File: config.mk
export PLATFORM = sky130hd
export DESIGN_NAME = lsu_wb
export DESIGN_NICKNAME = d
export VERILOG_FILES = /design/src/rtl/rv_pkg.sv /design/src/rtl/lsu_align.sv /design/src/rtl/lsu_wb.sv
export SDC_FILE = /design/constraint.sdc
export NUM_CORES = 1
export LEC_CHECK = 0
export CORE_ASPECT_RATIO = 1.5
export CORE_MARGIN = 3
export CORE_UTILIZATION = 30
export DETAILED_ROUTE_END_ITERATION = 10
export DONT_BUFFER_PORTS = 1
export GPL_TIMING_DRIVEN = 0
export PLACE_DENSITY = 0.48
export SYNTH_ARGS = -nofsm -noshare
export SYNTH_HDL_FRONTEND = slang
export SYNTH_SLANG_ARGS = --single-unit
File: constraint.sdc
create_clock -name clk -period 1.6 [get_ports clk]
set_input_delay 0.32 -clock clk [delete_from_list [all_inputs] [get_ports clk]]
set_output_delay 0.32 -clock clk [all_outputs]
set_load 0.02 [all_outputs]
File: src/rtl/rv_pkg.sv
// Shared RV32I load/store width codes and LSU state encoding.
// Used by lsu_wb, lsu_align and any decoder that needs the funct3 widths.
package rv_pkg;

    localparam logic [2:0] F3_B  = 3'b000;
    localparam logic [2:0] F3_H  = 3'b001;
    localparam logic [2:0] F3_W  = 3'b010;
    localparam logic [2:0] F3_BU = 3'b100;
    localparam logic [2:0] F3_HU = 3'b101;

    typedef enum logic [1:0] {
        IDLE,
        REQ,
        WAIT,
        WB
    } lsu_state_e;

    typedef enum logic [1:0] {
        SZ_BYTE,
        SZ_HALF,
        SZ_WORD
    } lsu_size_e;

    // Stores only honour B and H; every other store code (and unknown load codes) is a word.
    function automatic lsu_size_e access_size(input logic [2:0] funct3, input logic is_store);
        lsu_size_e size;
        size = SZ_WORD;
        if (is_store) begin
            if (funct3 == F3_B) begin
                size = SZ_BYTE;
            end else if (funct3 == F3_H) begin
                size = SZ_HALF;
            end
        end else begin
            case (funct3)
                F3_B, F3_BU: size = SZ_BYTE;
                F3_H, F3_HU: size = SZ_HALF;
                default:     size = SZ_WORD;
            endcase
        end
        return size;
    endfunction

    function automatic logic is_misaligned(input lsu_size_e size, input logic [1:0] addr_lo);
        logic bad;
        case (size)
            SZ_HALF: bad = addr_lo[0];
            SZ_WORD: bad = (addr_lo != 2'b00);
            default: bad = 1'b0;
        endcase
        return bad;
    endfunction

endpackage

File: src/rtl/lsu_align.sv
// Combinational byte-lane logic: store lane placement and strobes, load extract and extend.
// Half accesses look only at addr[1]; word accesses always use lane 0.
module lsu_align
    import rv_pkg::*;
(
    input  logic        i_is_store,
    input  logic [2:0]  i_funct3,
    input  logic [1:0]  i_addr_lo,
    input  logic [31:0] i_store_data,
    input  logic [31:0] i_load_word,
    output logic [3:0]  o_wstrb,
    output logic [31:0] o_store_lanes,
    output logic [31:0] o_load_value
);

    lsu_size_e   w_size;
    logic [31:0] w_shifted;
    logic [7:0]  w_byte;
    logic [15:0] w_half;
    logic        w_signed;

    assign w_size    = access_size(i_funct3, i_is_store);
    assign w_shifted = i_load_word >> {i_addr_lo, 3'b000};
    assign w_byte    = w_shifted[7:0];
    assign w_half    = i_addr_lo[1] ? i_load_word[31:16] : i_load_word[15:0];
    assign w_signed  = (i_funct3 == F3_B) || (i_funct3 == F3_H);

    // Narrow store data is replicated across lanes; the strobe picks the live one.
    always_comb begin
        o_wstrb       = 4'b1111;
        o_store_lanes = i_store_data;
        case (w_size)
            SZ_BYTE: begin
                o_wstrb       = 4'b0001 << i_addr_lo;
                o_store_lanes = {4{i_store_data[7:0]}};
            end
            SZ_HALF: begin
                o_wstrb       = i_addr_lo[1] ? 4'b1100 : 4'b0011;
                o_store_lanes = {2{i_store_data[15:0]}};
            end
            default: begin
                o_wstrb       = 4'b1111;
                o_store_lanes = i_store_data;
            end
        endcase
    end

    always_comb begin
        o_load_value = i_load_word;
        case (w_size)
            SZ_BYTE: o_load_value = {{24{w_signed & w_byte[7]}}, w_byte};
            SZ_HALF: o_load_value = {{16{w_signed & w_half[15]}}, w_half};
            default: o_load_value = i_load_word;
        endcase
    end

endmodule

File: src/rtl/lsu_wb.sv
// Load/store + writeback stage: one op in flight, drives data memory and the regfile write port.
// Optional LSU_MISALIGN_TRAP_EN: misaligned H/W requests raise a one-cycle err instead of accessing.
module lsu_wb
    import rv_pkg::*;
#(
    parameter int unsigned ADDR_W          = 32,
    parameter int unsigned MAX_OUTSTANDING = 1
) (
    input  logic              clk,
    input  logic              reset_n,
    input  logic              req_valid,
    output logic              req_ready,
    input  logic              req_is_store,
    input  logic [2:0]        req_funct3,
    input  logic [ADDR_W-1:0] req_addr,
    input  logic [31:0]       req_wdata,
    input  logic [4:0]        req_rd,
    output logic              mem_valid,
    input  logic              mem_ready,
    output logic [ADDR_W-1:0] mem_addr,
    output logic [3:0]        mem_wstrb,
    output logic [31:0]       mem_wdata,
    input  logic              mem_rvalid,
    input  logic [31:0]       mem_rdata,
    output logic              wb_we,
    output logic [4:0]        wb_rd,
    output logic [31:0]       wb_wdata,
    output logic              busy,
    output logic              err
);

    if (MAX_OUTSTANDING != 1) begin : g_bad_outstanding
        $error("lsu_wb: MAX_OUTSTANDING must be 1");
    end
    if (ADDR_W < 3) begin : g_bad_addr_w
        $error("lsu_wb: ADDR_W must be at least 3");
    end

    lsu_state_e        r_state;
    lsu_state_e        w_next_state;
    logic              r_is_store;
    logic [2:0]        r_funct3;
    logic [ADDR_W-1:0] r_addr;
    logic [31:0]       r_wdata;
    logic [4:0]        r_rd;
    logic [4:0]        r_wb_rd;
    logic [31:0]       r_wb_wdata;

    logic              w_accept;
    logic              w_trap;
    logic [3:0]        w_wstrb;
    logic [31:0]       w_store_lanes;
    logic [31:0]       w_load_value;

    assign w_accept = req_valid && (r_state == IDLE);

`ifdef LSU_MISALIGN_TRAP_EN
    logic r_err;

    assign w_trap = w_accept &&
                    is_misaligned(access_size(req_funct3, req_is_store), req_addr[1:0]);

    always_ff @(posedge clk or negedge reset_n) begin
        if (!reset_n) begin
            r_err <= 1'b0;
        end else begin
            r_err <= w_trap;
        end
    end

    assign err = r_err;
`else
    assign w_trap = 1'b0;
    assign err    = 1'b0;
`endif

    lsu_align u_align (
        .i_is_store    (r_is_store),
        .i_funct3      (r_funct3),
        .i_addr_lo     (r_addr[1:0]),
        .i_store_data  (r_wdata),
        .i_load_word   (mem_rdata),
        .o_wstrb       (w_wstrb),
        .o_store_lanes (w_store_lanes),
        .o_load_value  (w_load_value)
    );

    always_ff @(posedge clk or negedge reset_n) begin
        if (!reset_n) begin
            r_state <= IDLE;
        end else begin
            r_state <= w_next_state;
        end
    end

    always_comb begin
        w_next_state = r_state;
        case (r_state)
            IDLE: if (w_accept && !w_trap) w_next_state = REQ;
            REQ:  if (mem_ready)           w_next_state = r_is_store ? IDLE : WAIT;
            WAIT: if (mem_rvalid)          w_next_state = WB;
            WB:                            w_next_state = IDLE;
            default:                       w_next_state = IDLE;
        endcase
    end

    always_ff @(posedge clk or negedge reset_n) begin
        if (!reset_n) begin
            r_is_store <= 1'b0;
            r_funct3   <= 3'b000;
            r_addr     <= '0;
            r_wdata    <= 32'h0;
            r_rd       <= 5'd0;
        end else if (w_accept && !w_trap) begin
            r_is_store <= req_is_store;
            r_funct3   <= req_funct3;
            r_addr     <= req_addr;
            r_wdata    <= req_wdata;
            r_rd       <= req_rd;
        end
    end

    // Writeback value is captured on the response so mem_rdata need not be held.
    always_ff @(posedge clk or negedge reset_n) begin
        if (!reset_n) begin
            r_wb_rd    <= 5'd0;
            r_wb_wdata <= 32'h0;
        end else if ((r_state == WAIT) && mem_rvalid) begin
            r_wb_rd    <= r_rd;
            r_wb_wdata <= w_load_value;
        end
    end

    always_comb begin
        req_ready = (r_state == IDLE);
        mem_valid = (r_state == REQ);
        busy      = (r_state != IDLE);
        wb_we     = (r_state == WB) && (r_wb_rd != 5'd0);
        mem_addr  = {r_addr[ADDR_W-1:2], 2'b00};
        mem_wstrb = r_is_store ? w_wstrb : 4'b0000;
        mem_wdata = r_is_store ? w_store_lanes : 32'h0;
        wb_rd     = r_wb_rd;
        wb_wdata  = r_wb_wdata;
    end

endmodule

==> flow_metrics.py, run 1 <==
metrics = {
    "detailed_routing": {
        "routedWlPerCell_um": 23.6,
        "drtIter0Drc": 159,
        "drt_pass1_iterations": 4,
        "drt_wl_total_mm": 19.6,
        "drc": 0,
        "vias_per_cell": 5.09,
        "via_count": 4222,
        "antenna_left": 0,
    },
    "floorplan": {
        "die_h_um": 173,
        "die_width_um": 118,
        "io_pins": 220,
        "core_um2": 18200,
        "rows": 60,
        "initial_utilization_pct": 30.8,
        "die-area_um2": 20400,
    },
    "final_layout": {
        "diodes": 0,
        "multi_input_area_um2": 3230,
        "drive_gt1_share_pct": 52.9,
        "fillers": 1759,
        "fin_nets": 687,
        "final_area_um2": 7900,
        "seq_area_um2": 2810,
        "area_delta_synth_final_pct": 41.2,
    },
    "critical_path": {
        "path_buf_inv": 1,
        "timing.rr.start": "r_funct3[1]",
        "path_cells": "nand2b_4 > buf_12 > a21oi_4 > o21bai_1 > a21boi_2",
        "cp.arrival_ns": 1.67,
        "reg2reg_depth": 7,
        "crit_path_end_kind": "output pin",
        "crit_type": "flip-flop to output pin",
        "critPathRequiredTime_ns": 1.28,
        "rr_endpoint": "wb_wdata[27]",
        "crit_fanout": 8,
        "cp_slowest_cell": "dfrtp_1",
        "slowest_delay_ns": 0.41,
        "critPathLaunchType": "flip-flop",
        "critPathTopFamily": "compound AO/OA/AOI/OAI gates",
        "regToRegSetupSlack_ns": -0.30,
    },
    "clocking": {
        "insertion_delay_ns": 0.35,
        "clockRootBuffer": "clkbuf_16",
        "cts_tree": "built",
        "clk_path_buf_depth": 2,
        "cts_buffers": 9,
        "clk_pin_slew_worst_paths_ns": 0.08,
        "htreeDepth": 3,
        "cts.sinks": 112,
    },
    "sta": {
        "timing.hold.ws_ns": -0.350,
        "rsz0062_at_grt": "yes",
        "worst_slew_pin_slew_ns": 0.543,
        "layout_setup_ws_ns": -0.389,
        "fmax_ghz": 0.503,
        "drv_slew": 0,
        "hold_viol_final": 112,
        "final-setup-viol-count": 124,
        "post-route-min-period_ns": 1.99,
        "fin_crit_sh_pct": 124,
        "slew_headroom_pct": 63.8,
        "clock_skew_ns": 0.00678,
    },
    "status": {
        "failed_checks": "negative hold slack, negative setup slack",
        "outcome": "finished, violations left",
    },
    "pwr": {
        "cellLeakagePower_uw": 0.00355,
        "p_per_area_nw_per_um2": 2550,
        "peakVddDrop_mv": 0.781,
    },
    "global_route": {
        "grt_pass1_vias": 4624,
        "antenna_found_initial": 0,
        "grt_start_max_net_pins": 113,
        "grt_usage_pct": 18.9,
        "grt_overflow": 0,
        "grt_first_pass_wirelength_mm": 29.6,
    },
    "synth": {
        "synth_area_leaders": "dfrtp_1 50%, mux2_2 15%, nand2_1 5.4%",
        "syn-cell-area_um2": 5600,
        "synth_largest_area_cell": "dfrtp_1",
        "synth_edf_count": 0,
        "synth-main-ff-cell": "dfrtp_1",
        "synthCells": 516,
        "ys_ff_latch": 112,
        "avgSynthCellArea_um2": 10.9,
        "synth_async_sr_flop_share_pct": 100,
        "synth_cell_types": 44,
        "yosysSeqAreaShare_pct": 50.1,
        "yosysWarnings": 0,
        "synth_top_area_share_pct": 50.1,
    },
    "worst_hold_path": {
        "hp-class": "primary input to async pin",
    },
    "place": {
        "dpl_cell_area_um2": 6120,
        "portBuffers": 0,
        "pre_cts_slack_ns": -0.560,
        "gp_congestion": 0.821,
        "dp_hpwl_mm": 13.4,
    },
    "run": {
        "drv_cap": 0,
    },
}
[routing by layer]
metal,vias to the layer above,track usage [%],routed length [um]
li1,1891,-,-
met4,0,7.24,488
met5,-,0,0
met3,25,4.60,1220
met2,172,35.2,10800
met1,2134,20.6,7060
[kinds of logic (layout without fill, tap and decap cells)]
kind of cell	count (synthesis)	count (layout)	synth area share, %
compound gates	110	110	13.3
buf+inv	69	133	7.98
flops	112	112	50.1
mux	92	92	18.4
other cells	1	3	0.0670
simple gates	132	132	10.1
[per-stage QoR]
step | setup TNS [ns] | utilization, % | power (uW) | cells
final | -24.35 | 43.5 | 20100 | 830
after global routing | -31.34 | 43.5 | 21200 | 830
after CTS | -28.55 | 43.1 | 19900 | 832
after detailed placement | -35.25 | 33.7 | 13900 | 766
after global placement | -33.51 | 33.7 | 13800 | 766
after floorplan | -3.29 | - | 12100 | 518
[power breakdown]
group / switching, uW / internal [uW]
combinational: 5620 / 6010
clock: 1130 / 1130
sequential: 1960 / 4280
total: 8720 / 11400
[repair_timing]
| action | 4_1_cts | 5_1_grt |
|---|---|---|
| endpoints found under the setup margin | 148 | 142 |
| pin swaps | 30 | 27 |
| gates resized for setup | 224 | 55 |
| gates cloned | 9 | 2 |
| setup buffers | 42 | 6 |
| hold endpoints to repair | 112 | 112 |
[final cells by class]
class / instances / share of cell area [%]
sequential: 112 / 35.6
inverter: 4 / 0.253
buffer: 60 / 7.60
clock buffer: 10 / 3.02
multi-input combinational: 337 / 40.8
timing repair buffer: 53 / 8.14
clock inverter: 6 / 0.633
tap: 248 / 3.93
[worst max-delay path by stage]
| stage | from | endpoint | slack (ns) | depth (start not counted) |
|---|---|---|---|---|
| final | r_funct3[1] | mem_wstrb[0] | -0.39 | 5 |
| after global routing | r_funct3[1] | mem_wstrb[3] | -0.46 | 5 |
| after CTS | r_funct3[1] | mem_wstrb[1] | -0.43 | 5 |
| after detailed placement | r_addr[1] | mem_wstrb[2] | -0.56 | 4 |
| after global placement | r_addr[1] | mem_wstrb[3] | -0.51 | 4 |
| after floorplan | r_funct3[2] | mem_wdata[10] | -0.06 | 5 |
[layout by cell type (no fill, tap or decap), types with 3 or more instances in the layout]
cell type	count
o211a_4	9
conb_1	3
inv_6	3
a221oi_1	5
nand2_4	13
nand2_1	56
o21ai_1	10
mux2_2	7
a2bb2oi_1	5
mux2i_1	7
a21boi_4	16
clkbuf_2	4
nor2_4	3
o21ai_2	3
clkbuf_16	12
buf_6	16
dfrtp_1	104
o22ai_1	7
dfrtp_2	8
a21oi_1	29
buf_12	12
buf_4	61
mux2i_2	4
nand2_2	10
clkbuf_8	4
nor2_1	24
buf_16	3
a21boi_2	4
buf_8	9
mux2_4	71
inv_1	3
o21ai_0	5
and2_4	9
[synthesized netlist by cell type, types with 9 or more instances]
library cell and number:
buf_4 33, dfrtp_1 112, clkbuf_1 15, mux2i_1 13, nand2_1 80, a21oi_1 30
nor2_1 27, o21ai_0 18, o211a_1 9, a21boi_0 19, buf_2 9, mux2_2 75
[registers in the layout (all words and copies together), names as in the netlist, named ones only]
signal      count
r_state         1
wb_rd           5
wb_wdata       32
r_wdata        32
r_funct3        3
r_addr         32
r_is_store      1
r_rd            5
(Power assumes the default switching activity.)
==> run 2, diff against run 1 <==
--- a/config.mk
+++ b/config.mk
@@ -8,6 +8,7 @@
 export CORE_ASPECT_RATIO = 1.5
 export CORE_MARGIN = 3
 export CORE_UTILIZATION = 30
+export CTS_BUF_LIST = sky130_fd_sc_hd__clkbuf_4 sky130_fd_sc_hd__clkbuf_8 sky130_fd_sc_hd__clkbuf_16
 export DETAILED_ROUTE_END_ITERATION = 10
 export DONT_BUFFER_PORTS = 1
 export GPL_TIMING_DRIVEN = 0
==> results of run 2 <==
No change in the layout: final DEF, timing and power equal those of run 1.
